--- config.mk ---
export PLATFORM = sky130hd
export DESIGN_NAME = reg_byte_assembler
export DESIGN_NICKNAME = d
export VERILOG_FILES = /design/src/rtl/reg_asm_pkg.sv /design/src/rtl/reg_byte_assembler_idle_timer.sv /design/src/rtl/reg_byte_assembler.sv
export SDC_FILE = /design/constraint.sdc
export NUM_CORES = 1
export LEC_CHECK = 0
export CAP_MARGIN = 20
export CORE_UTILIZATION = 51
export CTS_BUF_LIST = sky130_fd_sc_hd__clkbuf_8 sky130_fd_sc_hd__clkbuf_16
export CTS_CLUSTER_SIZE = 20
export DETAILED_ROUTE_END_ITERATION = 12
export PLACE_DENSITY = 0.84
export RECOVER_POWER = 50
export SLEW_MARGIN = 10
export SYNTH_ARGS = -nofsm -noshare
export SYNTH_HDL_FRONTEND = slang
export SYNTH_SLANG_ARGS = --single-unit
export TNS_END_PERCENT = 10
--- constraint.sdc ---
create_clock -name CLK_I -period 4.3 [get_ports CLK_I]
set_clock_uncertainty 0.1 [all_clocks]
set_input_delay 0.86 -clock CLK_I [delete_from_list [all_inputs] [get_ports CLK_I]]
set_output_delay 0.86 -clock CLK_I [all_outputs]
set_load 0.1 [all_outputs]
--- src/rtl/reg_asm_pkg.sv ---
// reg_asm_pkg: shared types and helpers for reg_byte_assembler.
// Optional feature macro: REG_ASM_TIMEOUT_EN (see reg_byte_assembler.sv).
package reg_asm_pkg;

  typedef enum logic [1:0] {IDLE, COLLECT, HOLD} reg_asm_state_e;

  // ceil(nbits/8) clamped to max; 9-bit sum so 255+7 does not wrap
  function automatic logic [5:0] num_bytes(input logic [7:0] nbits, input int unsigned max);
    logic [5:0] n;
    n = 6'((9'(nbits) + 9'd7) >> 3);
    if (32'(n) > max) n = 6'(max);
    return n;
  endfunction

  // Mask for the final byte: keeps bits below nbits, full byte on a multiple of 8
  function automatic logic [7:0] last_byte_mask(input logic [7:0] nbits);
    logic [7:0] m;
    if (nbits[2:0] == 3'd0) m = 8'hFF;
    else                    m = 8'((9'd1 << nbits[2:0]) - 9'd1);
    return m;
  endfunction

endpackage

--- src/rtl/reg_byte_assembler_idle_timer.sv ---
// idle_timer: counts idle cycles while enabled; any clear or disable restarts it.
// Used by reg_byte_assembler only when REG_ASM_TIMEOUT_EN is defined.
module idle_timer #(
  parameter int TIMEOUT_CYCLES = 1024
) (
  input  logic CLK_I,
  input  logic RST_I,
  input  logic EN_I,
  input  logic CLR_I,
  output logic EXPIRED_O
);
  localparam int TW = (TIMEOUT_CYCLES > 2) ? $clog2(TIMEOUT_CYCLES) : 1;
  localparam logic [TW-1:0] LAST = TW'(TIMEOUT_CYCLES - 1);

  logic [TW-1:0] cnt_q;

  // Saturating idle counter, restarted by a clear or when not enabled
  always_ff @(posedge CLK_I) begin
    if (RST_I || !EN_I || CLR_I) cnt_q <= '0;
    else if (cnt_q != LAST)      cnt_q <= cnt_q + TW'(1);
  end

  // Fires on the TIMEOUT_CYCLES-th consecutive idle cycle
  assign EXPIRED_O = EN_I && !CLR_I && (cnt_q == LAST);

endmodule

--- src/rtl/reg_byte_assembler.sv ---
// reg_byte_assembler: assembles an RX byte stream LSB-byte-first into a register
// of NUM_BITS_I bits and hands it over with a valid/ready handshake.
// Optional feature macro: REG_ASM_TIMEOUT_EN -- aborts a transfer after
// TIMEOUT_CYCLES idle cycles in COLLECT and pulses TIMEOUT_O.
module reg_byte_assembler
  import reg_asm_pkg::*;
#(
  parameter int MAX_BYTES      = 4,
  parameter int TIMEOUT_CYCLES = 1024
) (
  input  logic                   CLK_I,
  input  logic                   RST_I,
  input  logic [7:0]             NUM_BITS_I,
  input  logic                   START_I,
  input  logic [7:0]             BYTE_I,
  input  logic                   BYTE_VALID_I,
  output logic                   BYTE_READY_O,
  output logic [8*MAX_BYTES-1:0] REG_O,
  output logic                   REG_VALID_O,
  input  logic                   REG_READY_I,
  output logic                   BUSY_O,
  output logic                   TIMEOUT_O
);
  localparam int CW = $clog2(MAX_BYTES + 1);
  localparam int IW = (MAX_BYTES > 1) ? $clog2(MAX_BYTES) : 1;

  if (MAX_BYTES < 1 || MAX_BYTES > 32 || TIMEOUT_CYCLES < 2) begin : g_bad_param
    $error("reg_byte_assembler: MAX_BYTES must be 1..32 and TIMEOUT_CYCLES >= 2");
  end

  reg_asm_state_e                  state_q;
  logic [CW-1:0]                   cnt_q, nbytes_q, start_nb;
  logic [7:0]                      mask_q, start_mask;
  logic [MAX_BYTES-1:0][7:0]       reg_q;
  logic                            valid_q, tmo_q;
  logic                            accept, last, expired;

  // Byte count for the new transfer and the mask for its final byte. When
  // NUM_BITS_I exceeds the register, the clamped last byte is entirely in range.
  assign start_nb   = CW'(num_bytes(NUM_BITS_I, MAX_BYTES));
  assign start_mask = (9'(NUM_BITS_I) >= 9'(8 * MAX_BYTES)) ? 8'hFF : last_byte_mask(NUM_BITS_I);

  assign accept = (state_q == COLLECT) && BYTE_VALID_I;
  assign last   = (cnt_q == nbytes_q - CW'(1));

`ifdef REG_ASM_TIMEOUT_EN
  idle_timer #(.TIMEOUT_CYCLES(TIMEOUT_CYCLES)) u_idle_timer (
    .CLK_I     (CLK_I),
    .RST_I     (RST_I),
    .EN_I      (state_q == COLLECT),
    .CLR_I     (accept),
    .EXPIRED_O (expired)
  );
`else
  assign expired = 1'b0;
`endif

  // Transfer FSM: latch length on start, fill bytes, hold until consumed
  always_ff @(posedge CLK_I) begin
    if (RST_I) begin
      state_q  <= IDLE;
      cnt_q    <= '0;
      nbytes_q <= '0;
      mask_q   <= '0;
      reg_q    <= '0;
      valid_q  <= 1'b0;
      tmo_q    <= 1'b0;
    end else begin
      tmo_q <= 1'b0;
      case (state_q)
        IDLE: if (START_I) begin
          nbytes_q <= start_nb;
          mask_q   <= start_mask;
          cnt_q    <= '0;
          reg_q    <= '0;
          if (start_nb == '0) begin
            state_q <= HOLD;
            valid_q <= 1'b1;
          end else begin
            state_q <= COLLECT;
          end
        end
        COLLECT: if (accept) begin
          reg_q[cnt_q[IW-1:0]] <= last ? (BYTE_I & mask_q) : BYTE_I;
          cnt_q                <= cnt_q + CW'(1);
          if (last) begin
            state_q <= HOLD;
            valid_q <= 1'b1;
          end
        end else if (expired) begin
          state_q <= IDLE;
          reg_q   <= '0;
          cnt_q   <= '0;
          tmo_q   <= 1'b1;
        end
        HOLD: if (REG_READY_I) begin
          state_q <= IDLE;
          valid_q <= 1'b0;
        end
        default: state_q <= IDLE;
      endcase
    end
  end

  assign BYTE_READY_O = (state_q == COLLECT);
  assign BUSY_O       = (state_q != IDLE);
  assign REG_O        = reg_q;
  assign REG_VALID_O  = valid_q;
  assign TIMEOUT_O    = tmo_q;

endmodule

; After elaboration in Yosys (flattened, before gate mapping)
; Index checks and enable logic that the tools add are counted.
[word_totals]
regBits = 49
inputBits = 21
out_inout_bits = 36
word_cells = 64
[classes]
addsub = 4
magnitude_cmp = 4
n_eq_ne = 8
n_shift = 1
mux = 25
bitwise = 1
reduce_logical = 12
[op_table]
columns = op, n
row1 = 32-bit 2-to-1 mux, 2
row2 = 32-bit one-hot mux with 2 select lines, 1
row3 = 32-bit bitwise mux, 1
row4 = 8-bit 2-to-1 mux, 4
row5 = 8-bit demux with 2-bit select, 1
row6 = 2-bit 2-to-1 mux, 5
row7 = 8-bit by 3-bit adder with 9-bit output (second input constant), 1
row8 = 3-bit 2-to-1 mux, 3
row9 = 8-bit AND, 1
row10 = 8-bit by 6-bit greater-or-equal comparator with 1-bit output (second input constant), 1
row11 = 1-bit by 3-bit left shift with 8-bit output (first input constant), 1
row12 = 8-bit by 1-bit subtractor with 8-bit output (second input constant), 1
row13 = 6-bit by 3-bit > comparator with 1-bit output (second input constant), 1
row14 = 3-bit zero test, 2
row15 = 2-bit inequality test (second input constant), 3
row16 = 2-bit one-hot mux with 3 select lines, 1
row17 = 3-bit one-hot mux with 2 select lines, 1
row18 = 6-bit AND reduction, 1
row19 = 1-bit 2-to-1 mux, 5
row20 = 2-bit by 1-bit inequality test with 1-bit output (second input constant), 2
row21 = 4-bit AND reduction, 1
row22 = 2-bit nonzero test, 2
row23 = 3-bit by 1-bit adder with 3-bit output (second input constant), 1
row24 = 3-bit equality test, 1
row25 = 11 further kinds, 12

; Longest topological paths before layout
[logic_depth]
ltp_word = 7
mapped_depth = 7
mapped_depth_nobuf = 6

; Worst setup path after synthesis
; Ideal clock, no wire load.
[synth_path]
kind = reg-to-output
from = register state_q[0]
to = output port BYTE_READY_O
arrival_time_ps = 1920
t_required_ps = 3340
path_slack_ps = 1420
path_stages_with_launch = 4
n_path_buf = 1
path_cell_list = dfxtp_1 -> buf_2 -> inv_1 -> nor2_1
[synth_between]
elab_chain_cells = 1
[synth_rtl]
columns = item, line
row1 = start: declaration, reg_byte_assembler.sv:31  ; reg_asm_state_e state_q;
row2 = start signal: assignment, reg_byte_assembler.sv:61  ; state_q <= IDLE;
row3 = start signal: assignment, reg_byte_assembler.sv:77  ; state_q <= HOLD;
row4 = start signal: assignment, reg_byte_assembler.sv:80  ; state_q <= COLLECT;
row5 = 2-bit by 1-bit equality test with 1-bit output, reg_byte_assembler.sv:105  ; assign BYTE_READY_O = (state_q == COLLECT);
row6 = end: declaration, reg_byte_assembler.sv:17  ; output logic BYTE_READY_O,
; No other way between the ends.

; Worst setup path after layout
; Same ends and word-level chain as after synthesis.

==> results.md <==
* IO Count at 57
* Crit path launch type: flop
* Hold WC Path Type: flop to flop
* IO buf count at 55
* Status: completed
* Starting Density at 54.9%
* Synth area leader: dfxtp_1
* HP Start: REG_O[24]
* Post-Layout Cell Count at 312
* Hold EP: REG_O[24]
* Max_cap viols at 0
* Mapped Cells at 215
* Worst reg2reg startpoint: state_q[0]
* Total clock buffers created by CTS at 5
* Reg clk slew, reported paths at 0.10 ns
* CTS Hold Buffers Added at 0
* Slew @ Worst Pin at 1.01 ns
* Initial DRT Pass Iterations at 4
* Root Driver: clkbuf_8
* Mapped cell area at 2070 sq um
* Row cnt at 22
* Number of synthesized flops with an enable pin at 0
* First-pass GRT wire length at 7.88 mm
* Tmin final at 3.40 ns
* Residual DRC count at 0
* Total number of vias at 1826
* Critical path class: flop to output pin
* Post-CTS resize count at 0
* Final count of pins violating max slew at 0
* Final wirelength at 4.94 mm
* Setup TNS at 0 ns
* Syn. warnings at 0
* H-tree depth at 2
* GRT Total Usage at 24.5%
* RePlAce Congestion at 0.821
* CTS max path bufs at 2
* Peak supply drop at 0.000232 V
* Post-DRT Antenna Nets at 0
* TritonCTS Sinks at 49
* ANT cells at 0
* Die Ht at 65.7 microns
* WHS at 0.372 ns
* Layout net count at 289
* Peak Freq at 294 MHz
* Post-synth ARST share at 0%
* R2R setup slack at 2.05 ns
* CP Capture Type: output pin
* Vias per cell at 5.85
* R2r worst-path depth at 5
* Sequential share of the synthesized area at 47.3%
* Area share of the largest cell type after synthesis at 47.3%
* Die Width at 65.7 microns
* Fin. Hold Viols at 0
* Total congestion overflow at 0
* Primary FF master, synth: dfxtp_1
* CTS tree: done
* Reg-to-reg endpoint: mask_q[1]
* Number of instances in the placed design at 304
* Period utilization at 79.0%
* Area Overhead vs Synth at 31.4%
* Core area at 3770 sq um
* Lkg Pwr at 1.06 nW
* Pwr Density at 351 nW/um^2
* Relative slew slack at 32.6%
* Fillcell total at 289
* Largest cells by area after synthesis: dfxtp_1 (47%), a22o_1 (10%), nor2_1 (4.2%)
* # Post-CTS Setup Buffers at 0
* Worst-path fanout max at 15
* Largest net degree at the start of global routing at 17
* Top cells by count, synth: dfxtp_1 (49), a22o_1 (24), nor2_1 (23)
* WP data required at 3.34 ns
* Final Setup Violations at 0
* Top-count cell post-synth: dfxtp_1
* Die footprint at 4320 sq um
* Layout cells sized above 1 at 4.92%
* Synth cell types at 42
* Wirelength per Cell at 15.8 microns
* Vias in the first global route at 1628
* DR iter-0 viols at 98
* Worst EP arrival at 2.44 ns
* Initial antenna violation count at 0
* RSZ-0062 raised after global routing: false
* Clk_lat worst skew at 0.31 ns
* Syn_nets at 241
* FF+latch count, synth at 49
* DP HPWL at 3.69 mm
* Syn Area/Cell at 9.64 sq um
* Hold path depth at 1
area by class of cell:
| class | instances | area [sq um] | share of cell area (%) |
|---|---|---|---|
| Clock buffer | 5 | 68.8 | 2.53 |
| Clock inverter | 3 | 43.8 | 1.61 |
| Inverter | 9 | 33.8 | 1.24 |
| Multi-Input combinational cell | 141 | 977 | 35.9 |
| Sequential cell | 49 | 981 | 36.0 |
| Tap cell | 48 | 60.1 | 2.21 |
| Timing Repair Buffer | 57 | 558 | 20.5 |
kinds of logic after synthesis:
kind of cell	count (synthesis)	share of synthesized area, %
compound gates	70	26.8
simple gates	58	13.5
flops	49	47.3
buf+inv	25	5.50
xor+xnor	6	3.20
fa+ha+maj	5	3.02
other cells	1	0.181
mux	1	0.543
metal layers:
metal | up-vias | track usage (%) | share of wire, %
met1 | 863 | 30.4 | 44
met4 | 0 | 10.1 | 1.4
met5 | - | 0 | 0
li1 | 874 | - | -
met2 | 80 | 41.6 | 49
met3 | 9 | 4.17 | 5.5
metrics by stage:
| stage | power, mW | area [sq um] | worst slack, ns | util, % |
|---|---|---|---|---|
| 2_1_floorplan | 0.586 | 2070 | 1.42 | - |
| 3_3_place_gp | 0.629 | 2620 | 1.32 | 69.4 |
| 3_5_place_dp | 0.633 | 2620 | 1.30 | 69.4 |
| 4_1_cts | 0.959 | 2730 | 0.947 | 72.4 |
| 5_1_grt | 0.985 | 2720 | 0.804 | 72.2 |
| 6_report | 0.955 | 2720 | 0.901 | 72.2 |
worst max path at each step:
stage,startpoint,end,cells after the start
final,state_q[0],BYTE_READY_O,3
after detailed placement,state_q[0],BYTE_READY_O,3
after global routing,state_q[0],BYTE_READY_O,3
after global placement,state_q[0],BYTE_READY_O,3
after CTS,state_q[0],BYTE_READY_O,3
after floorplan,state_q[0],BYTE_READY_O,3
power by group:
part           total, mW  switching, mW  internal, mW
clock              0.332          0.158         0.174
combinational      0.146         0.0964        0.0493
sequential         0.477         0.0108         0.467
state kept, by name, indices dropped and copies added, names as in the netlist:
register	count
REG_O	32
nbytes_q	3
REG_VALID_O	1
mask_q	8
cnt_q	3
state_q	2
layout by cell type, fill, tap and decap left out, types with 5 or more instances in the layout:
| master | instances |
|---|---|
| dfxtp_1 | 49 |
| o21ai_0 | 6 |
| ha_1 | 5 |
| a22oi_1 | 5 |
| o2bb2ai_1 | 8 |
| clkbuf_8 | 5 |
| nor2_1 | 23 |
| nand2_1 | 11 |
| o211a_1 | 6 |
| inv_1 | 9 |
| nand3_1 | 7 |
| clkdlybuf4s50_1 | 51 |
| a22o_1 | 24 |
| a21oi_1 | 7 |
critical path: stages (launching register included):
cell and delay [ns]:
dfxtp_1 0.60, inv_1 0.17, nor2_1 0.20, clkdlybuf4s50_1 1.17
No activity file was read; power rests on OpenSTA's default activity.
